## src/rtl/anubis_pkg.sv

```systemverilog
// Shared ANUBIS definitions: round count, key type, GF(2^8) doubling and the
// key-schedule buffer state encoding.
package anubis_pkg;

  localparam int ANUBIS_ROUNDS = 12;

  typedef logic [127:0] key_t;

  typedef enum logic [1:0] {
    LOAD,
    EMIT,
    HOLD
  } state_t;

  // Multiply by x (0x02) in GF(2^8) with reduction polynomial 0x11D
  function automatic logic [7:0] gf_xtime(input logic [7:0] a);
    return {a[6:0], 1'b0} ^ (a[7] ? 8'h1D : 8'h00);
  endfunction

endpackage

```

## src/rtl/anubis_theta.sv

```systemverilog
// ANUBIS theta: purely combinational 128-bit linear diffusion layer.
// The state is a 4x4 byte matrix, row i holds bytes 4i..4i+3 (byte 0 = MSB).
// Each row is multiplied by the involutional Hadamard matrix with h = {01,02,04,06}.
module anubis_theta
  import anubis_pkg::*;
(
  input  key_t state_in,
  output key_t state_out
);

  // Multiply a byte by h[sel]; 06 is formed as 04 ^ 02
  function automatic logic [7:0] mul_h(input logic [7:0] a, input logic [1:0] sel);
    logic [7:0] x2;
    logic [7:0] x4;
    x2 = gf_xtime(a);
    x4 = gf_xtime(x2);
    case (sel)
      2'd0:    return a;
      2'd1:    return x2;
      2'd2:    return x4;
      default: return x4 ^ x2;
    endcase
  endfunction

  logic [7:0] acc;

  // Row-by-row matrix product b[i][j] = XOR_k a[i][k] * h[k^j]
  always_comb begin
    state_out = '0;
    acc       = '0;
    for (int i = 0; i < 4; i++) begin
      for (int j = 0; j < 4; j++) begin
        acc = '0;
        for (int k = 0; k < 4; k++) begin
          acc = acc ^ mul_h(state_in[127 - 8 * (4 * i + k) -: 8], 2'(k ^ j));
        end
        state_out[127 - 8 * (4 * i + j) -: 8] = acc;
      end
    end
  end

endmodule

```

## src/rtl/anubis_dec_key_sched.sv

```systemverilog
// Reverse-order round-key buffer for ANUBIS decryption.
// Captures K^0..K^R and replays K'^0 = K^R, K'^r = theta(K^(R-r)), K'^R = K^0.
// Optional feature macro: ANUBIS_DKEY_REUSE_EN adds a HOLD state from which the
// held schedule can be replayed for multi-block decryption under one key.
//
// state | meaning
// LOAD  | accepting encryption round keys into the buffer, K^0 first
// EMIT  | presenting decryption round keys K'^0..K'^R in order
// HOLD  | schedule retained; waiting for replay or a new key load
module anubis_dec_key_sched
  import anubis_pkg::*;
#(
  parameter int ROUNDS = ANUBIS_ROUNDS
) (
  input  logic         clk,
  input  logic         rst_n,
  input  logic         clk_en,
  input  logic [127:0] key_in,
  input  logic         key_in_valid,
  output logic         key_in_ready,
  output logic [127:0] dkey_out,
  output logic [3:0]   dkey_idx,
  output logic         dkey_valid,
  input  logic         dkey_ready,
  input  logic         replay
);

  localparam logic [3:0] LAST = 4'(ROUNDS);

  key_t       key_mem_q [0:ROUNDS];
  state_t     state_q, state_d;
  logic [3:0] wr_idx_q, wr_idx_d;
  logic [3:0] rd_idx_q, rd_idx_d;
  logic       ready_q, ready_d;
  logic       valid_q, valid_d;

  logic       in_xfer;
  logic       out_xfer;
  logic [3:0] rd_ptr;
  key_t       rd_key;
  key_t       rd_key_theta;

  assign in_xfer  = clk_en & key_in_valid & ready_q;
  assign out_xfer = clk_en & dkey_ready & valid_q;

`ifndef ANUBIS_DKEY_REUSE_EN
  logic replay_unused;
  assign replay_unused = replay;
`endif

  // Key storage; intentionally not cleared by reset
  always_ff @(posedge clk) begin
    if (rst_n && in_xfer) begin
      key_mem_q[wr_idx_q] <= key_in;
    end
  end

  // Read path: reverse order, theta on every key except the first and last
  assign rd_ptr = LAST - rd_idx_q;
  assign rd_key = key_mem_q[rd_ptr];

  anubis_theta u_theta (
    .state_in  (rd_key),
    .state_out (rd_key_theta)
  );

  assign dkey_out     = (rd_idx_q == 4'd0 || rd_idx_q == LAST) ? rd_key : rd_key_theta;
  assign dkey_idx     = rd_idx_q;
  assign key_in_ready = clk_en & ready_q;
  assign dkey_valid   = clk_en & valid_q;

  // Next-state, counter and handshake-output decode
  always_comb begin
    state_d  = state_q;
    wr_idx_d = wr_idx_q;
    rd_idx_d = rd_idx_q;
    ready_d  = ready_q;
    valid_d  = valid_q;
    case (state_q)
      LOAD: begin
        if (in_xfer) begin
          if (wr_idx_q == LAST) begin
            state_d  = EMIT;
            wr_idx_d = 4'd0;
            rd_idx_d = 4'd0;
            ready_d  = 1'b0;
            valid_d  = 1'b1;
          end else begin
            wr_idx_d = wr_idx_q + 4'd1;
          end
        end
      end
      EMIT: begin
        if (out_xfer) begin
          if (rd_idx_q == LAST) begin
            rd_idx_d = 4'd0;
            valid_d  = 1'b0;
`ifdef ANUBIS_DKEY_REUSE_EN
            state_d  = HOLD;
            ready_d  = 1'b0;
`else
            state_d  = LOAD;
            ready_d  = 1'b1;
`endif
          end else begin
            rd_idx_d = rd_idx_q + 4'd1;
          end
        end
      end
`ifdef ANUBIS_DKEY_REUSE_EN
      HOLD: begin
        if (clk_en && replay) begin
          state_d  = EMIT;
          rd_idx_d = 4'd0;
          valid_d  = 1'b1;
        end else if (clk_en && key_in_valid) begin
          // The waking key is dropped; the source re-presents it once ready rises
          state_d  = LOAD;
          wr_idx_d = 4'd0;
          ready_d  = 1'b1;
        end
      end
`endif
      default: begin
        state_d  = LOAD;
        wr_idx_d = 4'd0;
        rd_idx_d = 4'd0;
        ready_d  = 1'b1;
        valid_d  = 1'b0;
      end
    endcase
  end

  // State and registered outputs; reset wins over the clock enable
  always_ff @(posedge clk) begin
    if (!rst_n) begin
      state_q  <= LOAD;
      wr_idx_q <= 4'd0;
      rd_idx_q <= 4'd0;
      ready_q  <= 1'b1;
      valid_q  <= 1'b0;
    end else if (clk_en) begin
      state_q  <= state_d;
      wr_idx_q <= wr_idx_d;
      rd_idx_q <= rd_idx_d;
      ready_q  <= ready_d;
      valid_q  <= valid_d;
    end
  end

endmodule

```

## config.mk

```make
export PLATFORM = sky130hd
export DESIGN_NAME = anubis_dec_key_sched
export DESIGN_NICKNAME = d
export VERILOG_FILES = /design/src/rtl/anubis_pkg.sv /design/src/rtl/anubis_theta.sv /design/src/rtl/anubis_dec_key_sched.sv
export SDC_FILE = /design/constraint.sdc
export NUM_CORES = 2
export LEC_CHECK = 0
export BUFFER_PORTS_ARGS = -buffer_cell sky130_fd_sc_hd__buf_2
export CORE_MARGIN = 2
export CORE_UTILIZATION = 44
export DETAILED_ROUTE_END_ITERATION = 10
export PLACE_DENSITY = 0.65
export SYNTH_ARGS = -nofsm -noshare
export SYNTH_HDL_FRONTEND = slang
export SYNTH_SLANG_ARGS = --single-unit
```

## constraint.sdc

```tcl
create_clock -name clk -period 13 [get_ports clk]
set_clock_uncertainty 0.2 [all_clocks]
set_input_delay 2.6 -clock clk [delete_from_list [all_inputs] [get_ports clk]]
set_output_delay 2.6 -clock clk [all_outputs]
set_load 0.03 [all_outputs]
```

==> results.md <==
* Detailed Route Iter0 Violations at 3488
* Worst path arrival time at 6.71 ns
* First-pass GRT wire length at 238 mm
* Pin count of the biggest net entering global routing at 124
* Core region area at 156000 sq um
* Number of global-route vias before repair at 31813
* Seq/Total Area, Yosys at 0.727
* Max clock buf depth at 3
* P&R area growth vs syn at 12.1%
* Flop pwr share at 0.564
* P per Cell Area at 137 nW/um^2
* WL final at 169 mm
* Final Hold Viols at 0
* Vias at 31566
* Initial antenna violation count at 67
* RSZ-0062 raised after global routing: false
* Drt drc at 0
* Post-synthesis cell area at 69000 sq um
* DR vias/cell at 5.63
* Syn avg cell area at 22.5 sq um
* DP Area at 72300 sq um
* Rows at 145
* Pre-CTS setup slack at 4.21 ns
* Final HPWL DP at 97.4 mm
* CTS tree: built
* Max-slew violations at 0
* Fin util at 0.496
* Switching Share at 0.195
* Synth Net Count at 3200
* PostCTS Resize Cnt at 0
* Flops & latches, synth at 1674
* P_sw at 0.00206 W
* # IOs at 268
* Worst setup margin at 3.49 ns
* Comb power frac at 0.011
* HP Start: valid_q$_SDFFE_PN0P_
* Relative slew slack at 0.208
* Area contributors post-synth: edfxtp_1 (72%), mux4_2 (15%), xnor2_1 (3.9%)
* Fraction of layout cells with a size suffix above 1 at 0.306
* CTS root buffer: clkbuf_16
* CP startpoint: dkey_idx[0]$_SDFFE_PN0P_
* P_leak at 23.7 nW
* Reg2Reg Setup Slack at 8.67 ns
* Wire length on met3 at 16.3 mm
* Fillers at 12459
* Cells after Synth at 3060
* Distinct cells, synth at 36
* Final period utilization at 0.732
* Peak Freq at 105 MHz
* Area occupied by multi-input gates at 17700 sq um
* Setup Fix Bufs, Post-CTS at 0
* Pint at 0.00850 W
* Endpoints failing setup at 0
* Die Footprint at 160000 sq um
* Setup CP Type: reg2out
* Max cap viols at 0
* Final hold slack at 0.345 ns
* Status: finished clean
* Global-route usage over all layers at 0.212
* Hold buffer count at cts at 0
* Final min period at 9.51 ns
* H-tree depth at 4
* RePlAce Congestion at 0.769
* Data required time at the worst endpoint at 10.20 ns
* Drt first pass iters at 7
* Die width at 400 microns
* Total Neg Setup Slack at 0 ns
* Die height at 400 microns
* Num Clock Sinks at 1674
* Clock transition at the registers of the reported paths at 0.06 ns
* Worst-Margin Slew at 1.16 ns
* Final #Nets at 3545
* Crit end category: primary output
* Clock group share of total power at 0.424
* CP max FO at 88
* Worst hold path class: reg2reg
* GRT overflow at 0
* CP Launch Type: flip-flop
* Synth warnings at 0
* Post-synth top area share at 0.725
* Number of CTS-inserted buffers at 168
* VDD IR max at 115 uV
* Worst-skew pair later-pin latency at 0.77 ns
* Top Layer Used: met5
* Remaining antenna violation count at 0
* Initial Utilization at 0.442
* IO buf count at 266
* Post-route cell area at 77300 sq um
* Sequential Area at 50200 sq um
* Drt wl/cell at 30.1 microns
* WL met1 at 69.2 mm
* WL met2 at 78.8 mm
* Area leader, netlist: edfxtp_1
* R2r startpoint: ready_q$_SDFFE_PN1P_
==> sequential cells by signal (all words and copies together), names as in the netlist <==
name       flops
key_mem_q   1664
ready_q        1
valid_q        1
dkey_idx       4
wr_idx_q       4
==> cell type report <==
class	instances	share of cell area
clock buffers	221	0.0580
diodes	14	0.000453
flip-flops and latches	1674	0.649
repair buffers	309	0.0233
multi-input cells	1248	0.229
clock inverters	77	0.00694
inverters	4	0.000194
well taps	2058	0.0333
==> cell usage after synthesis <==
cell,n
o41ai_1,1
buf_8,9
edfxtp_1,1664
mux4_1,8
and2_1,16
a21o_1,1
clkbuf_4,1
a21oi_1,3
nor3b_1,1
o21ai_1,2
nor2b_1,4
o21a_1,1
mux2i_1,98
nor2_1,16
buf_12,10
buf_2,30
and3_1,1
xor2_2,8
inv_1,4
ha_1,6
nand3_1,2
xnor2_4,1
buf_4,23
xnor3_1,20
o21ai_0,3
mux4_2,465
mux2i_4,2
mux2i_2,19
buf_6,38
nand2_1,132
clkbuf_1,18
buf_1,5
xor2_1,86
dfxtp_1,10
xnor2_2,46
xnor2_1,306
==> logic make-up after synthesis <==
| kind of cell | share of synthesized area |
|---|---|
| muxes | 0.174 |
| xor gates and xnor gates | 0.0694 |
| and+or+nand+nor | 0.0102 |
| adders and majority gates | 0.00109 |
| buffers and inverters | 0.0173 |
| DFF | 0.727 |
| AOI/OAI and AO/OA | 0.000925 |
==> worst paths after layout <==
kind	endpoint	cells past startpoint
worst min-delay path	valid_q$_SDFFE_PN0P_	2
worst min register to register	valid_q$_SDFFE_PN0P_	2
worst max register to register	key_mem_q[2][6]$_DFFE_PP_	6
worst max-delay path	dkey_out[10]	11
==> layer usage <==
metal	track usage	up-vias
met1	0.294	16791
li1	-	13241
met2	0.327	1196
met3	0.0696	288
met4	0.0530	50
met5	0	-
==> worst max-delay path, stage by stage, from the launching register on <==
cell,delay [ns]
dfxtp_4,0.70
buf_4,0.83
buf_12,0.56
mux4_2,0.38
mux2i_1,0.09
mux2i_2,0.83
xor2_1,0.31
xnor2_1,0.42
xnor2_1,0.17
nand2_1,0.08
xnor2_1,0.93
buf_2,0.36
==> cell usage in the layout (no fill, tap or decap), types with 35 or more instances in the layout <==
cell type / netlist / layout
buf_2: 30 / 266
clkbuf_1: 18 / 49
clkbuf_16: 0 / 172
clkinv_1: 0 / 35
edfxtp_1: 1664 / 1664
mux2i_1: 98 / 97
mux4_2: 465 / 465
nand2_1: 132 / 132
xnor2_1: 306 / 306
xnor2_2: 46 / 45
xor2_1: 86 / 85
==> power by group through the flow <==
| stage | clock network [W] | registers [W] | logic (W) |
|---|---|---|---|
| finish | 0.00448 | 0.00596 | 0.000119 |
| global route | 0.00477 | 0.00596 | 0.000132 |
| CTS | 0.00455 | 0.00596 | 0.000120 |
| detailed placement | 0 | 0.00607 | 0.000120 |
| global placement | 0 | 0.00607 | 0.000113 |
| floorplan | 0 | 0.00608 | 0.0000235 |
==> through the flow <==
stage / power, W / instances
floorplan: 0.00610 / 3060
detailed placement: 0.00619 / 5293
global route: 0.0109 / 5591
finish: 0.0106 / 5605
CTS: 0.0106 / 5591
global placement: 0.00618 / 5293
Note: power is estimated with default switching activity, not from simulation.
